## src/rtl/ohm_pkg.sv

```systemverilog
// Shared definitions for the igniter resistance calculator.
// Latency: none (package only).
// Backpressure: n/a.
//
// Holds the ADC-format helpers, the status flag bit positions, the
// calculator FSM state type and the lab-calibrated default scale.
package ohm_pkg;

  // 205 dn/A current gain, 0.2005 V/dn voltage gain, scaled by 2^10.
  localparam int unsigned SCALE_DEFAULT_LCS = 42089;

  // Bit positions inside out_flags.
  localparam int FLG_LOWCUR = 0;
  localparam int FLG_SAT    = 1;
  localparam int FLG_VNEG   = 2;
  localparam int FLG_W      = 3;

  typedef enum logic [2:0] {
    IDLE,
    MUL,
    DIV,
    PACK,
    HOLD
  } state_t;

  // The ADC word carries its sign in the top bit.
  function automatic int unsigned adc_sign_bit(input int unsigned adc_w);
    return adc_w - 1;
  endfunction

  // The ADC magnitude field is stored inverted: magnitude = field XOR mask.
  function automatic logic [31:0] adc_mag_mask(input int unsigned adc_w);
    return (32'h1 << (adc_w - 1)) - 32'h1;
  endfunction

endpackage

```

## src/rtl/radix4_div_step.sv

```systemverilog
// One radix-4 restoring division step: trial-subtract 3d/2d/1d, keep the largest fit.
// Latency: combinational.
// Backpressure: n/a.
//
// Ports:
//   rem      partial remainder from the previous step (always < divisor)
//   dig      next two numerator bits, MSB first
//   d1/d2/d3 divisor multiples 1x, 2x, 3x
//   rem_nxt  remainder after this step
//   qdig     two quotient bits produced by this step
module radix4_div_step #(
  parameter int RW = 14
) (
  input  logic [RW-1:0] rem,
  input  logic [1:0]    dig,
  input  logic [RW-1:0] d1,
  input  logic [RW-1:0] d2,
  input  logic [RW-1:0] d3,
  output logic [RW-1:0] rem_nxt,
  output logic [1:0]    qdig
);

  logic [RW-1:0] pr;
  logic [RW:0]   t1;
  logic [RW:0]   t2;
  logic [RW:0]   t3;

  // rem < divisor, so its top two bits are zero and the shift loses nothing.
  assign pr = (rem << 2) | {{(RW-2){1'b0}}, dig};

  // One extra bit on each trial acts as the borrow / negative indicator.
  assign t1 = {1'b0, pr} - {1'b0, d1};
  assign t2 = {1'b0, pr} - {1'b0, d2};
  assign t3 = {1'b0, pr} - {1'b0, d3};

  always_comb begin
    qdig    = 2'd0;
    rem_nxt = pr;
    if (!t3[RW]) begin
      qdig    = 2'd3;
      rem_nxt = t3[RW-1:0];
    end else if (!t2[RW]) begin
      qdig    = 2'd2;
      rem_nxt = t2[RW-1:0];
    end else if (!t1[RW]) begin
      qdig    = 2'd1;
      rem_nxt = t1[RW-1:0];
    end
  end

endmodule

```

## src/rtl/ohm_div_mc.sv

```systemverilog
// Multi-channel igniter resistance R = |V| * scale[ch] / max(1,|I|), clipped, in ADC format.
// Latency: accept edge + (Q_W/2 + 2) edges to out_valid (17 at defaults), fixed.
// Backpressure: one sample in flight; in_ready low from accept until the cycle after out handshake.
//
// Ports:
//   clk, reset                  clock, synchronous active-high reset
//   in_valid/in_ready           sample handshake; in_ch, v_in, i_in the sample
//   cfg_we/cfg_ch/cfg_scale     per-channel scale register write port (any state)
//   out_valid/out_ready         result handshake; out_ch, r_out, out_flags the result
module ohm_div_mc
  import ohm_pkg::*;
#(
  parameter int          NCH           = 4,
  parameter int          ADC_W         = 12,
  parameter int          SCALE_W       = 16,
  parameter int unsigned SCALE_DEFAULT = SCALE_DEFAULT_LCS,
  parameter int          PRE_SHIFT     = 3,
  parameter int          Q_FRAC        = 13,
  parameter int          OUT_FRAC      = 5,
  parameter int          I_MIN         = 33,
  localparam int         CH_W          = (NCH > 1) ? $clog2(NCH) : 1
) (
  input  logic               clk,
  input  logic               reset,
  input  logic               in_valid,
  output logic               in_ready,
  input  logic [CH_W-1:0]    in_ch,
  input  logic [ADC_W-1:0]   v_in,
  input  logic [ADC_W-1:0]   i_in,
  input  logic               cfg_we,
  input  logic [CH_W-1:0]    cfg_ch,
  input  logic [SCALE_W-1:0] cfg_scale,
  output logic               out_valid,
  input  logic               out_ready,
  output logic [CH_W-1:0]    out_ch,
  output logic [ADC_W-1:0]   r_out,
  output logic [2:0]         out_flags
);

  localparam int          MAG_W     = ADC_W - 1;
  localparam int unsigned SIGN      = adc_sign_bit(ADC_W);
  localparam int          N_W       = MAG_W + SCALE_W;
  // Q_W must be even so the radix-4 loop consumes it exactly.
  localparam int          Q_W       = N_W + PRE_SHIFT;
  localparam int          RW        = MAG_W + 3;
  localparam int          DIV_STEPS = Q_W / 2;
  localparam int          SC_W      = (DIV_STEPS > 1) ? $clog2(DIV_STEPS) : 1;
  localparam int          SH        = Q_FRAC - OUT_FRAC;

  localparam logic [MAG_W-1:0]   MAG_MASK  = MAG_W'(adc_mag_mask(ADC_W));
  localparam logic [SCALE_W-1:0] SCALE_RST = SCALE_W'(SCALE_DEFAULT);

  state_t state;
  state_t state_nxt;

  // Calibration registers and the value presented for the sample's channel.
  logic [SCALE_W-1:0] scale_reg [NCH];
  logic [SCALE_W-1:0] scale_sel;

  // Captured sample.
  logic [CH_W-1:0]    ch_q;
  logic [MAG_W-1:0]   v_mag_q;
  logic [MAG_W-1:0]   i_mag_q;
  logic [SCALE_W-1:0] cap_scale;
  logic               vneg_q;

  // Divider state.
  logic [Q_W-1:0]     num_sr;
  logic [Q_W-1:0]     quo;
  logic [RW-1:0]      rem;
  logic [RW-1:0]      d1;
  logic [RW-1:0]      d2;
  logic [RW-1:0]      d3;
  logic [SC_W-1:0]    step_cnt;
  logic [RW-1:0]      step_rem;
  logic [1:0]         step_q;

  // Combinational helpers.
  logic [MAG_W-1:0]   v_mag_in;
  logic [MAG_W-1:0]   i_raw_mag;
  logic [MAG_W-1:0]   i_mag_in;
  logic [N_W-1:0]     prod;
  logic [RW-1:0]      i_ext;
  logic               sat_c;
  logic               lowcur_c;
  logic [MAG_W-1:0]   pack_mag;
  logic [2:0]         pack_flags;
  logic               accept;

  // ---------------------------------------------------------------- FSM
  always_ff @(posedge clk) begin
    if (reset) begin
      state <= IDLE;
    end else begin
      state <= state_nxt;
    end
  end

  always_comb begin
    state_nxt = state;
    in_ready  = 1'b0;
    accept    = 1'b0;
    case (state)
      IDLE: begin
        in_ready = !reset;
        accept   = in_valid && !reset;
        if (in_valid) begin
          state_nxt = MUL;
        end
      end
      MUL:  state_nxt = DIV;
      DIV: begin
        if (step_cnt == SC_W'(DIV_STEPS - 1)) begin
          state_nxt = PACK;
        end
      end
      PACK: state_nxt = HOLD;
      HOLD: begin
        if (out_ready) begin
          state_nxt = IDLE;
        end
      end
      default: state_nxt = IDLE;
    endcase
  end

  // ---------------------------------------------------------- scale regs
  // Channels that do not exist match no register, so such writes drop out.
  always_ff @(posedge clk) begin
    if (reset) begin
      for (int k = 0; k < NCH; k++) begin
        scale_reg[k] <= SCALE_RST;
      end
    end else if (cfg_we) begin
      for (int k = 0; k < NCH; k++) begin
        if (cfg_ch == CH_W'(k)) begin
          scale_reg[k] <= cfg_scale;
        end
      end
    end
  end

  // Reading before the write lands gives the old value on a same-cycle write.
  always_comb begin
    scale_sel = SCALE_RST;
    for (int k = 0; k < NCH; k++) begin
      if (in_ch == CH_W'(k)) begin
        scale_sel = scale_reg[k];
      end
    end
  end

  // --------------------------------------------------------- input decode
  // Negative voltage reads as zero; negative or zero current reads as one,
  // which keeps the divider well-defined and trips lowcur downstream.
  assign v_mag_in  = v_in[SIGN] ? '0 : (v_in[MAG_W-1:0] ^ MAG_MASK);
  assign i_raw_mag = i_in[MAG_W-1:0] ^ MAG_MASK;
  assign i_mag_in  = (i_in[SIGN] || (i_raw_mag == '0)) ? MAG_W'(1) : i_raw_mag;

  assign prod  = N_W'(v_mag_q) * N_W'(cap_scale);
  assign i_ext = RW'(i_mag_q);

  // ------------------------------------------------------------- divider
  radix4_div_step #(
    .RW (RW)
  ) u_step (
    .rem     (rem),
    .dig     (num_sr[Q_W-1 -: 2]),
    .d1      (d1),
    .d2      (d2),
    .d3      (d3),
    .rem_nxt (step_rem),
    .qdig    (step_q)
  );

  // ---------------------------------------------------------------- pack
  always_comb begin
    sat_c    = |(quo >> (SH + MAG_W));
    lowcur_c = (i_mag_q < MAG_W'(I_MIN));
    pack_mag = quo[SH +: MAG_W];
    if (sat_c) begin
      pack_mag = '1;
    end
    if (lowcur_c) begin
      pack_mag = '0;
    end
    pack_flags             = 3'b000;
    pack_flags[FLG_LOWCUR] = lowcur_c;
    pack_flags[FLG_SAT]    = sat_c && !lowcur_c;
    pack_flags[FLG_VNEG]   = vneg_q;
  end

  // ------------------------------------------------------------ datapath
  always_ff @(posedge clk) begin
    if (reset) begin
      ch_q      <= '0;
      v_mag_q   <= '0;
      i_mag_q   <= '0;
      cap_scale <= '0;
      vneg_q    <= 1'b0;
      num_sr    <= '0;
      quo       <= '0;
      rem       <= '0;
      d1        <= '0;
      d2        <= '0;
      d3        <= '0;
      step_cnt  <= '0;
      out_valid <= 1'b0;
      out_ch    <= '0;
      r_out     <= {1'b0, MAG_MASK};
      out_flags <= '0;
    end else begin
      case (state)
        IDLE: begin
          if (accept) begin
            ch_q      <= in_ch;
            v_mag_q   <= v_mag_in;
            i_mag_q   <= i_mag_in;
            cap_scale <= scale_sel;
            vneg_q    <= v_in[SIGN];
          end
        end
        MUL: begin
          num_sr   <= {prod, {PRE_SHIFT{1'b0}}};
          quo      <= '0;
          rem      <= '0;
          d1       <= i_ext;
          d2       <= i_ext << 1;
          d3       <= i_ext + (i_ext << 1);
          step_cnt <= '0;
        end
        DIV: begin
          num_sr   <= num_sr << 2;
          quo      <= {quo[Q_W-3:0], step_q};
          rem      <= step_rem;
          step_cnt <= step_cnt + SC_W'(1);
        end
        PACK: begin
          r_out     <= {1'b0, pack_mag ^ MAG_MASK};
          out_ch    <= ch_q;
          out_flags <= pack_flags;
          out_valid <= 1'b1;
        end
        HOLD: begin
          if (out_ready) begin
            out_valid <= 1'b0;
          end
        end
        default: begin
          out_valid <= 1'b0;
        end
      endcase
    end
  end

endmodule

```

## config.mk

```make
export PLATFORM = sky130hd
export DESIGN_NAME = ohm_div_mc
export DESIGN_NICKNAME = d
export VERILOG_FILES = /design/src/rtl/ohm_pkg.sv /design/src/rtl/radix4_div_step.sv /design/src/rtl/ohm_div_mc.sv
export SDC_FILE = /design/constraint.sdc
export NUM_CORES = 1
export LEC_CHECK = 0
export ABC_AREA = 1
export CAP_MARGIN = 20
export CORE_MARGIN = 10
export CORE_UTILIZATION = 40
export CTS_CLUSTER_DIAMETER = 100
export DETAILED_ROUTE_END_ITERATION = 10
export RECOVER_POWER = 50
export SYNTH_ARGS = -nofsm -noshare
export SYNTH_HDL_FRONTEND = slang
export SYNTH_SLANG_ARGS = --single-unit
```

## constraint.sdc

```tcl
create_clock -name clk -period 7 [get_ports clk]
set_input_delay 1.75 -clock clk [delete_from_list [all_inputs] [get_ports clk]]
set_output_delay 1.75 -clock clk [all_outputs]
set_load 0.05 [all_outputs]
```

==> results of run 1 <==
==> per-layer routing <==
| metal | vias up | global-route usage |
|---|---|---|
| met1 | 6769 | 0.226 |
| li1 | 7299 | - |
| met4 | 0 | 0.0350 |
| met5 | - | 0 |
| met2 | 290 | 0.286 |
| met3 | 52 | 0.0254 |
==> cell usage after synthesis, types with 5 or more instances <==
cell type,count
a21boi_0,5
a21oi_1,159
a21oi_2,6
a31oi_1,21
buf_1,6
buf_2,25
clkbuf_1,60
clkinv_1,6
dfxtp_1,157
edfxtp_1,64
fa_1,129
ha_1,120
inv_1,427
inv_2,11
nand2_1,621
nand2_2,8
nand3_1,113
nand3_2,9
nand3b_1,8
nand4_1,15
nor2_1,124
nor2_4,5
nor3_1,10
nor4_1,7
o211ai_1,14
o21ai_0,68
o21ai_1,10
o21bai_1,9
o22ai_1,6
o32ai_1,8
or2_1,9
or2_2,7
xnor2_1,12
xor2_1,21
==> through the flow <==
stage / power [W] / worst slack, ps / std cells
6_report: 0.00658 / 967 / 2934
5_1_grt: 0.00713 / 621 / 2934
4_1_cts: 0.00657 / 1430 / 2933
3_5_place_dp: 0.00526 / 1440 / 2887
3_3_place_gp: 0.00519 / 1490 / 2886
2_1_floorplan: 0.00456 / 2030 / 2325
==> power groups by stage <==
stage / clock network [W] / logic (W) / registers, W
after detailed placement: 0 / 0.00362 / 0.00164
after global routing: 0.00138 / 0.00413 / 0.00163
after CTS: 0.00132 / 0.00364 / 0.00161
after global placement: 0 / 0.00356 / 0.00163
final: 0.00130 / 0.00367 / 0.00161
after floorplan: 0 / 0.00300 / 0.00156
==> layout by cell type (no fill, tap or decap), types with 12 or more instances in the layout <==
master,n
ha_1,120
inv_1,428
xor2_1,21
clkdlybuf4s50_1,65
o211ai_1,14
nand3_1,113
nand4_1,15
nand2_1,622
nor2_1,125
fa_1,129
dfxtp_1,157
a21oi_1,160
a31oi_1,21
edfxtp_1,64
clkbuf_16,25
xnor2_1,12
o21ai_0,74
==> worst max path at each step <==
stage | cells after the start | from | slack, ps | to
2_1_floorplan | 21 | v_mag_q[5]$_SDFFE_PP0P_ | 2030 | num_sr[24]$_SDFFE_PP0P_
3_3_place_gp | 18 | v_mag_q[10]$_SDFFE_PP0P_ | 1490 | num_sr[18]$_SDFFE_PP0P_
3_5_place_dp | 18 | v_mag_q[10]$_SDFFE_PP0P_ | 1440 | num_sr[18]$_SDFFE_PP0P_
4_1_cts | 18 | v_mag_q[10]$_SDFFE_PP0P_ | 1430 | num_sr[18]$_SDFFE_PP0P_
5_1_grt | 4 | reset | 620 | scale_reg[0][15]$_SDFFCE_PN1P_
6_report | 3 | reset | 970 | in_ready
==> worst register-to-register path, delay by kind of cell (launching register included) <==
kind                     cells  cell delay (ps)
adder cells (fa/ha/maj)      6             2990
AND/OR/NAND/NOR              5              530
flip-flops                   1              870
buffers and inverters        3              160
XOR/XNOR                     1              180
AO/OA/AOI/OAI                3              810
==> layout make-up <==
type	instances	area [µm²]	area share
clock buffers	35	693	0.0359
clock inverters	11	118	0.00610
inverters	445	1670	0.0867
multi-input cells	1561	10300	0.532
flip-flops and latches	221	5060	0.263
well taps	585	732	0.0379
repair buffers	76	739	0.0383
==> kinds of logic after synthesis <==
group                    Yosys count  synth area share
AO/OA/AOI/OAI                    328             0.107
XOR/XNOR                          33            0.0166
adder cells (fa/ha/maj)          249             0.234
buffers and inverters            543             0.121
flip-flops                       221             0.290
other                              1          0.000215
AND/OR/NAND/NOR                  950             0.231
==> flow_summary_export.csv, run 1 <==
group,metric,value,unit
status,status,"finished, violations left",
status,violations,"capacitance limit, slew limit",
setup_path,critPathBufInv,2,
logic_synthesis,synth_cell_types,55,
detailed_routing,routed_wl,44600,µm
die,start_util,0.405,
detailed_routing,wl_per_cell,15.2,µm
cts,cts_hold_buf,0,
setup_path,crit_path_start_kind,"primary input",
detailed_routing,routed-wl-met2,20800,µm
hold_path,min_to,"ch_q[0]$_SDFFE_PP0P_",
setup_path,crit_arrival,4280,ps
layout,antenna_cells,0,
logic_synthesis,synth_area_per_cell,7.51,µm²
detailed_routing,num_vias,14400,
sta,relSlewSlack,-0.547,
logic_synthesis,yosysSeqAreaShare,0.290,
cts,clock_latency,530,ps
logic_synthesis,synthFlopType,"dfxtp_1",
logic_synthesis,synth_area_leaders,"dfxtp_1 (18%), fa_1 (15%), nand2_1 (13%)",
detailed_routing,drt-met1-wl,21100,µm
layout,drive_gt1_frac,0.0430,
detailed_routing,drt_iter0_markers,934,
setup_path,worst_path_max_delay_cell,"clkbuf_1",
setup_path,r2r_cells,18,
setup_path,r2r_end,"num_sr[18]$_SDFFE_PP0P_",
grt,antenna_found_initial,0,
layout,largest_reg_flops,64,
sta,finalSetupViolCount,0,
layout,area_growth,10.5,%
power,power_frac_seq,0.245,
hold_path,hold_depth,2,
sta,fmax,0.166,GHz
layout,fin_area,19300,µm²
power,p_comb_frac,0.557,
logic_synthesis,ys_ff_latch,221,
grt,overflow,0,
logic_synthesis,synthArstFlopShare,0,
setup_path,slowest_delay,1620,ps
logic_synthesis,netlist_instances,2325,
power,pwr_density_cell,341,nW/µm²
die,coreArea,43100,µm²
power,ir_drop,0.000459,V
cts,htreeDepth,1,
sta,holdWs,458,ps
sta,drv_slew,152,
setup_path,path_cells,"clkbuf_1 > nor2_4 > clkdlybuf4s50_1",
cts,clockBufferDepth,3,
setup_path,r2r_start,"v_mag_q[8]$_SDFFE_PP0P_",
setup_path,critical-path-top-delay-family,"buffers and inverters",
hold_path,hp-start,"ch_q[0]$_SDFFE_PP0P_",
power,internal-power,0.00344,W
die,die-area,52400,µm²
cts,clkSinkCount,221,
logic_synthesis,yosysTopAreaCell,"dfxtp_1",
power,swShare,0.477,
logic_synthesis,synth_top_area_frac,0.180,
die,num_rows,76,
grt,grt_pass1_wl,74700,µm
placement,gp_congestion,0.878,
setup_path,reg2reg_setup_slack,1370,ps
power,p_clk_frac,0.198,
setup_path,cp_max_fo,42,
sta,min_period_over_period,0.862,
cts,clock-root-buffer,"clkbuf_16",
die,die_h,229,µm
logic_synthesis,synth_edf_count,64,
grt,grt_pass1_vias,14600,
power,p_leak,9.40,nW
layout,utilization,0.448,
sta,hold_viol,0,
cts,clk_pin_slew_worst_paths,60,ps
sta,worstMarginPinSlew,2320,ps
logic_synthesis,ys_warn_count,0,
logic_synthesis,syn-num-nets,2623,
placement,numPortBuffers,66,
detailed_routing,viasPerCell,4.91,
grt,grt_use_total,0.170,
detailed_routing,highest_layer,"met4",
cts,cts_resized,0,
setup_path,crit_type,"in -> out",
layout,nets,2628,
detailed_routing,postRouteAntennaNets,0,
cts,postCtsSetupRepairBufs,0,
sta,rsz0062_at_grt,"false",
cts,cts_tree,"done",
setup_path,required,5250,ps
job,max-cap-violations,3,
power,p_sw,0.00314,W
grt,grt_max_degree,73,
placement,place_area,18500,µm²
sta,layout_min_cycle_time,6030,ps
cts,numCtsBuffers,25,
die,die_width,229,µm
die,io_pins,68,
layout,fillers,4415,
setup_path,cp-end-kind,"output port",
detailed_routing,drt-pass1-iter-count,5,
hold_path,hold_class,"reg -> reg",
sta,fin_tns_setup,0,ps
detailed_routing,route.met3.wl,2010,µm
logic_synthesis,synth.cell_area,17500,µm²
sta,clock_skew,10.7,ps
placement,post-dp-hpwl,33900,µm
detailed_routing,drc,0,
(Power assumes the default switching activity.)
==> inputs of run 2 (changes only) <==
--- a/config.mk
+++ b/config.mk
@@ -5,11 +5,9 @@
 export SDC_FILE = /design/constraint.sdc
 export NUM_CORES = 1
 export LEC_CHECK = 0
-export ABC_AREA = 1
 export CAP_MARGIN = 20
 export CORE_MARGIN = 10
 export CORE_UTILIZATION = 40
-export CTS_CLUSTER_DIAMETER = 100
 export DETAILED_ROUTE_END_ITERATION = 10
 export RECOVER_POWER = 50
 export SYNTH_ARGS = -nofsm -noshare
==> run 2 against run 1 <==
- the flow still finishes with violations (capacitance limit, slew limit)
- cell count down 18%
- synthesized area is 3.9% lower
- sequential power is 9% lower
- utilization grew 0.44 points
- sequential cell count unchanged
- design area fell by 3.6%
- synthesized cell count is 20% lower
- hold slack got worse by 8.6 ps
- clock-buffer cell count fell by 6
- global-route usage fell by 0.83 points
==> flow_summary_export.csv, run 2 <==
group,metric,value,unit
sta,worst_slack,738,ps
setup_path,r2r_end,"num_sr[23]$_SDFFE_PP0P_",
cts,clk_pin_slew_worst_paths,60,ps
logic_synthesis,synth_area_leaders,"dfxtp_1 (19%), fa_1 (15%), edfxtp_1 (11%)",
sta,fin_tns_setup,0,ps
cts,postCtsSetupRepairBufs,0,
setup_path,cp_max_fo,51,
grt,grt_pass1_wl,67800,µm
placement,place_area,17800,µm²
logic_synthesis,syn-num-nets,2152,
layout,drive_gt1_frac,0.0490,
logic_synthesis,yosys.area_share.simple,0.197,
cts,htreeDepth,1,
logic_synthesis,yosysSeqAreaShare,0.302,
logic_synthesis,synthArstFlopShare,0,
sta,worstMarginPinSlew,2440,ps
grt,grt_max_degree,63,
detailed_routing,num_vias,13000,
detailed_routing,highest_layer,"met4",
logic_synthesis,synth_top_area_frac,0.187,
cts,clock-root-buffer,"clkbuf_16",
sta,relSlewSlack,-0.627,
layout,nets,2157,
logic_synthesis,yosysTopAreaCell,"dfxtp_1",
logic_synthesis,muxShareOfSynthArea,0.0313,
status,status,"finished, violations left",
logic_synthesis,ys_ff_latch,221,
logic_synthesis,ys_warn_count,0,
sta,drv_slew,97,
die,die_h,225,µm
cts,clock_latency,540,ps
setup_path,endpoint,"in_ready",
detailed_routing,drc,0,
sta,rsz0062_at_grt,"false",
grt,overflow,0,
layout,fin_area,18600,µm²
placement,pre_cts_slack,1150,ps
setup_path,crit_arrival,4510,ps
logic_synthesis,synth_area_per_cell,9.05,µm²
sta,layout_min_cycle_time,6260,ps
logic_synthesis,synth_xor_area_frac,0.0172,
setup_path,crit_type,"in -> out",
status,violations,"capacitance limit, slew limit",
layout,seqCellArea,5060,µm²
hold_path,hold_class,"reg -> reg",
detailed_routing,drt-met1-wl,19000,µm
grt,antenna_found_initial,0,
detailed_routing,drt-pass1-iter-count,5,
hold_path,hp-start,"d3[3]$_SDFFE_PP0P_",
logic_synthesis,synth_fa_ha_area_frac,0.243,
logic_synthesis,synth_compound_area_frac,0.138,
logic_synthesis,synth_cell_types,82,
sta,holdWs,449,ps
logic_synthesis,synth_top_family_by_area,"adder cells",
die,num_rows,74,
logic_synthesis,synthFlopType,"dfxtp_1",
setup_path,r2r_cells,17,
placement,numPortBuffers,66,
detailed_routing,route.met3.wl,2460,µm
layout,area_growth,10.8,%
logic_synthesis,synth.most_common_cell,"nand2_1",
sta,fmax,0.160,GHz
sta,hold_viol,0,
detailed_routing,routed_wl,41500,µm
detailed_routing,postRouteAntennaNets,0,
die,die_width,225,µm
power,p_leak,7.76,nW
layout,final_cell_mix,"nand2_1 (238), inv_1 (210), dfxtp_1 (157)",
layout,fillers,4082,
logic_synthesis,yosys-top-cells-count,"nand2_1 (238), inv_1 (209), dfxtp_1 (157)",
cts,cts_resized,0,
cts,cts_hold_buf,0,
power,ir_drop,0.000244,V
die,start_util,0.408,
sta,min_period_over_period,0.895,
detailed_routing,drt_iter0_markers,896,
cts,cts_tree,"done",
detailed_routing,wl_per_cell,17.2,µm
setup_path,cp-end-kind,"output port",
layout,final_common_cell,"nand2_1",
detailed_routing,viasPerCell,5.41,
power,pwr_density_cell,200,nW/µm²
detailed_routing,routed-wl-met2,19300,µm
placement,place_inst,2361,
placement,gp_congestion,0.869,
layout,multi_input_area,10500,µm²
setup_path,r2r_start,"v_mag_q[7]$_SDFFE_PP0P_",
layout,largest_reg_flops,64,
setup_path,reg2reg_setup_slack,980,ps
layout,instances_no_fill,2409,
setup_path,worstSetupStartpoint,"reset",
logic_synthesis,netlist_instances,1854,
cts,numCtsBuffers,24,
logic_synthesis,synth.cell_area,16800,µm²
grt,grt_pass1_vias,12900,
placement,post-dp-hpwl,31000,µm
logic_synthesis,synth_edf_count,64,
job,max-cap-violations,2,
die,coreArea,41100,µm²
die,io_pins,68,
die,die-area,50500,µm²
setup_path,required,5250,ps
cts,clockBufferDepth,3,
layout,antenna_cells,0,
setup_path,crit_path_start_kind,"primary input",
sta,clock_skew,18.8,ps
cts,clkSinkCount,221,
grt,grt_use_total,0.161,
sta,finalSetupViolCount,0,
[run 2: cell count changes after synthesis, sizes merged, moves of 20 or more]
cell / delta
a21oi: -72
a22oi: +47
and2: +126
buf: -20
clkbuf: +21
inv: -229
nand2: -395
nand2b: +24
nand3: -77
nor2: -25
nor3: +35
o21ai: -33
[run 2: how the worst min path moves through the flow]
stage	depth (start not counted)	to
global placement	2	d3[4]$_SDFFE_PP0P_
CTS	2	d3[3]$_SDFFE_PP0P_
floorplan	2	d3[3]$_SDFFE_PP0P_
detailed placement	2	d3[3]$_SDFFE_PP0P_
global route	2	d3[3]$_SDFFE_PP0P_
finish	2	d3[3]$_SDFFE_PP0P_
[run 2: cell type report]
type                       count  share of cell area
inverter                     210              0.0424
clock inverter                15             0.00633
sequential                   221               0.272
timing repair buffer          78              0.0405
clock buffer                  29              0.0361
tap                          532              0.0358
multi-input combinational   1324               0.566
[run 2: per-layer routing]
layer,global-route usage,vias to the layer above
met3,0.0243,56
met4,0.0410,0
li1,-,6305
met5,0,-
met1,0.219,6325
met2,0.263,352
[run 2: cells by family after synthesis]
kind of cell	after synthesis
AO/OA/AOI/OAI	340
XOR/XNOR	33
adder cells (fa/ha/maj)	249
buffers and inverters	309
flip-flops	221
multiplexers	32
other	1
AND/OR/NAND/NOR	669
[run 2: per-stage QoR]
| stage | util | power, W |
|---|---|---|
| 2_1_floorplan | - | 0.00225 |
| 4_1_cts | 0.452 | 0.00373 |
| 5_1_grt | 0.452 | 0.00390 |
| 3_3_place_gp | 0.432 | 0.00245 |
| 6_report | 0.452 | 0.00371 |
| 3_5_place_dp | 0.432 | 0.00247 |
[run 2: critical path, stage by stage]
cell,delay [ps]
clkbuf_1,1700
nor4_1,220
clkdlybuf4s50_1,830
[run 2: power by group]
part	internal, W	switching, W	total [W]
logic	0.000393	0.000582	0.000975
registers	0.00138	0.0000898	0.00147
clock network	0.000723	0.000539	0.00126
total	0.00250	0.00121	0.00371
==> inputs of run 3 (changes only) <==
--- a/config.mk
+++ b/config.mk
@@ -9,7 +9,9 @@
 export CORE_MARGIN = 10
 export CORE_UTILIZATION = 40
 export DETAILED_ROUTE_END_ITERATION = 10
+export PLACE_DENSITY = 0.55
 export RECOVER_POWER = 50
 export SYNTH_ARGS = -nofsm -noshare
 export SYNTH_HDL_FRONTEND = slang
+export SYNTH_HIERARCHICAL = 1
 export SYNTH_SLANG_ARGS = --single-unit
==> constraint.sdc (replaced) <==
create_clock -name clk -period 6.5 [get_ports clk]
set_input_delay 1.625 -clock clk [delete_from_list [all_inputs] [get_ports clk]]
set_output_delay 1.625 -clock clk [all_outputs]
set_load 0.05 [all_outputs]
==> run 3 against run 2 <==
- the flow still finishes with violations (capacitance limit, slew limit)
- die area up 0.36%
- setup slack lost 100 ps
- register-to-register slack got worse by 350 ps
- utilization shrank 0.40 points
- sequential share of layout area fell by 0.18 points
- sequential power grew 7%
- global-route usage increased by 0.48 points
- via count fell by 1.2%
- hold slack improved by 2.0 ps
- design area up 0.68%
- critical path type is now reg -> reg
- largest power group unchanged
- highest routed layer unchanged
==> flow_summary_export.csv, run 3 <==
group,metric,value,unit
cts,cts_resized,0,
cts,numCtsBuffers,26,
detailed_routing,routed_wl,42200,µm
logic_synthesis,netlist_instances,1847,
power,ir_drop,0.000204,V
die,die_width,225,µm
sta,layout_min_cycle_time,5870,ps
hold_path,hold_class,"reg -> reg",
job,max-cap-violations,3,
setup_path,cp_max_fo,17,
sta,finalSetupViolCount,0,
cts,clockBufferDepth,3,
detailed_routing,postRouteAntennaNets,0,
cts,htreeDepth,1,
layout,final_cell_mix,"inv_1 (214), nand2_1 (213), dfxtp_1 (157)",
cts,cts_tree,"done",
grt,grt_use_total,0.166,
sta,relSlewSlack,-0.264,
setup_path,crit_path_start_kind,"register",
setup_path,r2r_cells,18,
detailed_routing,drc,0,
layout,drive_gt1_frac,0.0558,
status,status,"finished, violations left",
sta,fmax,0.170,GHz
setup_path,path_cells,"nand2_1 > fa_1 > fa_1 > inv_1 > fa_1 > fa_1 > inv_1 > fa_1 > inv_1 > ha_1 > a21oi_1 > o21ai_0 > and2_1 > a311o_1 > o2111ai_4 > a211oi_2 > o21a_1 > o32ai_1",
grt,grt_pass1_wl,69100,µm
logic_synthesis,synth_area_per_cell,9.12,µm²
layout,area_growth,11.1,%
sta,fin_tns_setup,0,ps
sta,clock_skew,9.68,ps
detailed_routing,wl_per_cell,17.4,µm
power,p_leak,7.90,nW
cts,postCtsSetupRepairBufs,0,
layout,antenna_cells,0,
setup_path,crit_path_frequent_cell,"fa_1",
die,io_pins,68,
placement,gp_congestion,0.872,
cts,clock-root-buffer,"clkbuf_16",
die,num_rows,75,
detailed_routing,viasPerCell,5.32,
cts,clkSinkCount,221,
detailed_routing,drt-pass1-iter-count,7,
detailed_routing,num_vias,12900,
cts,clk_pin_slew_worst_paths,60,ps
die,start_util,0.403,
cts,clock_latency,540,ps
sta,hold_viol,0,
power,pwr_density_cell,203,nW/µm²
die,die_h,225,µm
die,coreArea,41800,µm²
cts,cts_hold_buf,0,
setup_path,crit_type,"reg -> reg",
placement,post-dp-hpwl,31200,µm
grt,grt_pass1_vias,13100,
sta,rsz0062_at_grt,"false",
sta,min_period_over_period,0.903,
layout,largest_reg_flops,64,
layout,nets,2170,
die,die-area,50700,µm²
logic_synthesis,ys_warn_count,6,
grt,grt_max_degree,87,
layout,final_common_cell,"inv_1",
detailed_routing,drt_iter0_markers,849,
setup_path,cp-end-kind,"register",
setup_path,worst_path_max_delay_cell,"dfxtp_1",
logic_synthesis,synth.cell_area,16800,µm²
layout,utilization,0.448,
setup_path,required,6920,ps
placement,numPortBuffers,66,
status,violations,"capacitance limit, slew limit",
sta,drv_slew,156,
sta,worstMarginPinSlew,1900,ps
grt,antenna_found_initial,0,
grt,overflow,0,
setup_path,slowest_delay,780,ps
hold_path,hold_depth,2,
setup_path,crit_arrival,6290,ps
-- run 3: cell type report --
| type | count | area, µm² |
|---|---|---|
| Clock buffer | 35 | 714 |
| Clock inverter | 12 | 108 |
| Fill cell | 4056 | 23000 |
| Inverter | 215 | 807 |
| Multi-Input combinational cell | 1321 | 10600 |
| Sequential cell | 221 | 5060 |
| Tap cell | 539 | 674 |
| Timing Repair Buffer | 79 | 749 |
-- run 3: worst paths after layout --
kind                           start                 endpoint  slack (ps)
min               d3[3]$_SDFFE_PP0P_       d3[3]$_SDFFE_PP0P_         450
max          v_mag_q[4]$_SDFFE_PP0P_  num_sr[28]$_SDFFE_PP0P_         630
min reg2reg       d3[3]$_SDFFE_PP0P_       d3[3]$_SDFFE_PP0P_         450
max reg2reg  v_mag_q[4]$_SDFFE_PP0P_  num_sr[28]$_SDFFE_PP0P_         630
-- run 3: through the flow --
step	hold WS [ps]	instance area, µm²	total power (W)	setup WS, ps	std cells
finish	451	18700	0.00380	633	2422
global route	465	18700	0.00399	326	2422
CTS	457	18700	0.00384	675	2419
detailed placement	447	17900	0.00242	687	2372
global placement	442	17900	0.00241	762	2372
floorplan	432	16900	0.00220	1060	1854
-- run 3: critical path: cells and delay by family (launching register included) --
kind,cells,cell delay (ps)
AOI/OAI and AO/OA,7,1480
adders and majority gates,6,2950
buffers and inverters,3,160
DFF,1,780
and+or+nand+nor,2,360
-- run 3: routing by layer --
layer,up-vias,GRT usage,wire [µm]
li1,6264,-,-
met4,0,0.0353,713
met1,6343,0.226,19900
met5,-,0,0
met3,51,0.0196,1700
met2,225,0.278,19900
-- run 3: where the power goes --
group          leakage (nW)  internal, W  switching [W]
logic                  5.59     0.000338       0.000486
registers              1.90      0.00149      0.0000848
clock network         0.400     0.000813       0.000587
total                  7.90      0.00264        0.00116
